File: config.mk
export PLATFORM = sky130hd
export DESIGN_NAME = regfile_write_port
export DESIGN_NICKNAME = d
export VERILOG_FILES = /design/src/rtl/regfile_write_port.sv
export SDC_FILE = /design/constraint.sdc
export NUM_CORES = 2
export LEC_CHECK = 0
export CORE_AREA = 2 2 415 417
export CTS_BUF_LIST = sky130_fd_sc_hd__clkbuf_8 sky130_fd_sc_hd__clkbuf_16
export DETAILED_ROUTE_END_ITERATION = 12
export DIE_AREA = 0 0 417 419
export PLACE_DENSITY = 0.43
export SLEW_MARGIN = 5
export SYNTH_ARGS = -nofsm -noshare
export SYNTH_HDL_FRONTEND = slang
export SYNTH_SLANG_ARGS = --single-unit
File: constraint.sdc
create_clock -name clk -period 1.8 [get_ports clk]
set_input_delay 0.36 -clock clk [delete_from_list [all_inputs] [get_ports clk]]
set_output_delay 0.36 -clock clk [all_outputs]
set_load 0.05 [all_outputs]
File: src/rtl/regfile_write_port.sv
// Write side of the 32 x 32-bit register file: storage, one-hot write decode,
// register 0 hardwired to zero, and a scrub engine that clears one register per
// cycle on request. The whole array is driven out to the read-side word mux.
module regfile_write_port #(
  parameter int WIDTH = 32,
  parameter int AW    = 5,
  parameter int DEPTH = 32
) (
  input  logic                        clk,
  input  logic                        reset,
  input  logic                        WE,
  input  logic [AW-1:0]               WADDR,
  input  logic [WIDTH-1:0]            WDATA,
  input  logic                        CLR,
  output logic [DEPTH-1:0][WIDTH-1:0] REGS,
  output logic                        BUSY,
  output logic                        WACK
);

  typedef enum logic {
    IDLE  = 1'b0,
    SCRUB = 1'b1
  } state_t;

  state_t            state;
  logic [AW-1:0]     cnt;
  logic [DEPTH-1:0]  wen;
  logic [DEPTH-1:0]  clren;
  logic              accept;

  // A write is taken only when idle and no scrub is being requested; CLR wins.
  assign accept = (state == IDLE) && WE && !CLR;

  // One-hot enables: the write decoder and the scrub pointer decoder.
  always_comb begin
    wen   = '0;
    clren = '0;
    if (accept) begin
      wen[WADDR] = 1'b1;
    end
    if (state == SCRUB) begin
      clren[cnt] = 1'b1;
    end
  end

  // Register storage; entry 0 is forced to zero so writes to it are discarded.
  always_ff @(posedge clk) begin
    for (int i = 0; i < DEPTH; i++) begin
      if (reset || clren[i] || (i == 0)) begin
        REGS[i] <= '0;
      end else if (wen[i]) begin
        REGS[i] <= WDATA;
      end
    end
  end

  // Control state machine: scrub sequencing, busy flag and write acknowledge.
  always_ff @(posedge clk) begin
    if (reset) begin
      state <= IDLE;
      cnt   <= '0;
      BUSY  <= 1'b0;
      WACK  <= 1'b0;
    end else begin
      case (state)
        IDLE: begin
          WACK <= accept;
          if (CLR) begin
            state <= SCRUB;
            cnt   <= '0;
            BUSY  <= 1'b1;
          end
        end
        SCRUB: begin
          WACK <= 1'b0;
          cnt  <= cnt + 1'b1;
          if (cnt == AW'(DEPTH - 1)) begin
            state <= IDLE;
            BUSY  <= 1'b0;
          end
        end
        default: begin
          state <= IDLE;
          cnt   <= '0;
          BUSY  <= 1'b0;
          WACK  <= 1'b0;
        end
      endcase
    end
  end

endmodule

==> summary.md <==
| Metric | Value |
|---|---|
| DRC Markers | `0` |
| Leakage dissipation | `0.0212 uW` |
| Detail Route Antenna Nets | `0` |
| H-tree depth | `3` |
| Via count | `42000` |
| Max cap viols | `0` |
| Min-delay src | `WDATA[31]` |
| Worst R2R Setup Slack | `about 27 ps` |
| Hold Slack | `105 ps` |
| Yosys cell types | `42` |
| PwrDens | `between 900 and 1000 nW/um^2` |
| Clk slew on worst S/H paths | `approximately 60 ps` |
| FP Rows | `about 150` |
| Setup Skew | `between 40 and 50 ps` |
| CP cell instances | `buf_12, nor4b_4, buf_12, buf_8, clkbuf_16, nand3_1, a21oi_1` |
| HP Class | `in -> reg` |
| Initial antenna violation count | `21` |
| Final setup violation count | `0` |
| Crit path arrival time | `2440 ps` |
| Top Ports | `around 1100` |
| Worst-path fanout max | `11` |
| Die height | `419 um` |
| First-pass GRT wire length | `~310 mm` |
| Synth Cell Area | `approximately 39000 um^2` |
| Top cells by area, synth | `dfxtp_1 51%, nand3_1 13%, a21oi_1 13%` |
| Most frequent CP cell | `buf_12` |
| Vias in the first global route | `roughly 39000` |
| Family with the most delay on the worst path | `buffers and inverters` |
| Root Buffer | `clkbuf_16` |
| Fin. max-slew vios | `0` |
| Worst slew pin tran | `approximately 620 ps` |
| Syn Inst Count | `roughly 4800` |
| Synthesized area per cell | `a little over 8 um^2` |
| Starting Density | `22.8%` |
| Register area share after synthesis | `between 50% and 60%` |
| Nets@finish | `between 5000 and 6000` |
| CP max stage cell | `nor4b_4` |
| Number of synthesized flops with an enable pin | `0` |
| Grt total ovfl | `0` |
| Placed insts | `between 7000 and 8000` |
| Worst flop-to-flop path startpoint | `state$_SDFF_PP0_` |
| Area leader, netlist | `dfxtp_1` |
| Gr usage total | `25.1%` |
| Design Area, Final | `roughly 57000 um^2` |
| Prevailing post-synth register cell | `dfxtp_1` |
| Status | `finished clean` |
| DIE AREA | `roughly 170000 um^2` |
| Core Area | `171000 um^2` |
| Worst flop-to-flop path endpoint | `REGS[74]$_SDFFE_PP0P_` |
| Buffers & Inverters on Critical Path | `4` |
| CP required | `~2500 ps` |
| CTS tree | `yes` |
| Max VDD drop | `0.000822 V` |
| DRT iter0 DRCs | `4484` |
| Synth Register Bits | `1000` |
| Largest net degree at the start of global routing | `a little under 100` |
| Yosys Warn Count | `0` |
| Finished Layout Cells | `~8000` |
| Hold Crit Endpoint | `REGS[1023]$_SDFFE_PP0P_` |
| Crit path launch type | `flip-flop` |
| RSZ-0062 raised after global routing | `true` |
| Clock Path Buffers | `3` |
| Clock latency at the later pin of the worst-skew pair | `about 700 ps` |
| Dpl hpwl | `approximately 150 mm` |
| Most frequent cells in the layout | `1169 x buf_4, 997 x dfxtp_1, 992 x nand3_1` |
| Drt pass-1 iters | `6` |
| Area grow syn2layout | `46.5%` |
| Setup crit end kind | `flip-flop` |
| Synth top area share | `around half` |
| TritonCTS Buffers | `118` |
| Via/cell ratio | `5.24` |
| Period minus WS final | `1770 ps` |
| GPL Wtd Cong | `just over 0.8` |
| Share of layout cells above drive strength 1 | `29.4%` |
| Clock sink count | `1000` |
| Commonest non-fill, non-tap cell in the layout | `buf_4` |
| DIE WIDTH | `417 um` |
| Final hold viol count | `0` |
| Asr flop ratio synth | `0%` |
| Area post-placement | `between 50000 and 60000 um^2` |
| Final period utilization | `a little over nine tenths` |
| Port-buffer cells | `between 1000 and 1500` |
| CP Class | `reg -> reg` |
| Wirelength per Cell | `around 30 um` |
| Worst path max stage delay | `400 ps` |
| Reg2reg path depth | `7` |
| DRT Wirelength | `235 mm` |
| Fmax | `~560 MHz` |
| Max transition margin | `between 50% and 60%` |
| Hold Path Depth | `4` |
## cell type report
class                   count  area, um^2
multi-input cells        3113       16500
repair buffers           1434       13500
well taps                2233        2790
clock buffers             150        3420
clock inverters            69         785
inverters                   4        15.0
fillers                 17900      114000
flip-flops and latches   1000       20000
diodes                      4        10.0
## logic make-up after synthesis
kind of cell	share of synthesized area, %
AND/OR/NAND/NOR	14.2
adder cells (fa/ha/maj)	0.193
other	0.00965
flip-flops	51.5
multiplexers	0.0257
AO/OA/AOI/OAI	26.3
buffers and inverters	7.84
## layer usage
| layer | track usage [%] | vias up | wire, um |
|---|---|---|---|
| li1 | - | 18800 | - |
| met1 | 30.6 | 20900 | 92700 |
| met2 | 42.0 | 1852 | 113000 |
| met5 | 0 | - | 0 |
| met4 | 11.7 | 0 | 11400 |
| met3 | 5.39 | 417 | 17200 |
## flip-flops by register name, indices dropped and copies added (netlist names)
register,count
BUSY,1
REGS,992
WACK,1
cnt,5
state,1
## how the worst max path moves through the flow
stage / start / cells after the start / slack (ps) / end
floorplan: WADDR[0] / 7 / 20 / REGS[267]$_SDFFE_PP0P_
global placement: WADDR[0] / 8 / -690 / REGS[657]$_SDFFE_PP0P_
detailed placement: WADDR[0] / 8 / -720 / REGS[531]$_SDFFE_PP0P_
CTS: REGS[135]$_SDFFE_PP0P_ / 1 / 0.06 / REGS[135]
global route: state$_SDFF_PP0_ / 6 / -40 / REGS[337]$_SDFFE_PP0P_
finish: state$_SDFF_PP0_ / 7 / 30 / REGS[74]$_SDFFE_PP0P_
## stage by stage
step                utilization, %  setup TNS [ps]  total power (uW)  setup slack [ps]
finish                        33.4               0             52700              26.9
global placement              30.6         -511780             27200              -690
CTS                           33.1               0             53100            0.0598
detailed placement            30.6         -519830             27200              -721
global route                  33.4            -857             54100             -41.7
floorplan                        -               0             24600              20.4
## tightest hold or removal path, cell delays in order
cell	delay, ps
buf_2	120
buf_12	150
nand3_1	80
a21oi_1	50
## cells in the mapped netlist (2+ instances only)
cell type and instances:
nand2b_1 2, nand4bb_1 7, nor4b_1 2, inv_1 4
and4b_1 3, dfxtp_1 1000, nor4b_2 3, clkbuf_1 382
buf_2 219, nor2b_1 3, or4b_1 2, buf_4 44
nand3_1 997, a41o_1 3, and4bb_2 5, o21bai_1 28
ha_1 6, o21ai_0 899, buf_1 14, nand4b_1 3
nor2_1 5, a21oi_1 996, nand2_1 3, nor3b_1 2
buf_6 7, or4b_4 3, o21ai_1 94, clkbuf_2 8
nand3b_1 3
## report_power, final
part	switching, uW	total (uW)	internal, uW
Clock	10600	25900	15300
Combinational	3360	4570	1210
Sequential	45.5	22200	22200
## timing repair
item,CTS,global route
gates cloned,1,7
setup buffers,5,13
endpoints found under the setup margin,344,323
resized for setup,17,64
pin swaps,3,9
hold buffers,5,0
hold endpoints to repair,11,0
No activity file was read; power rests on OpenSTA's default activity.
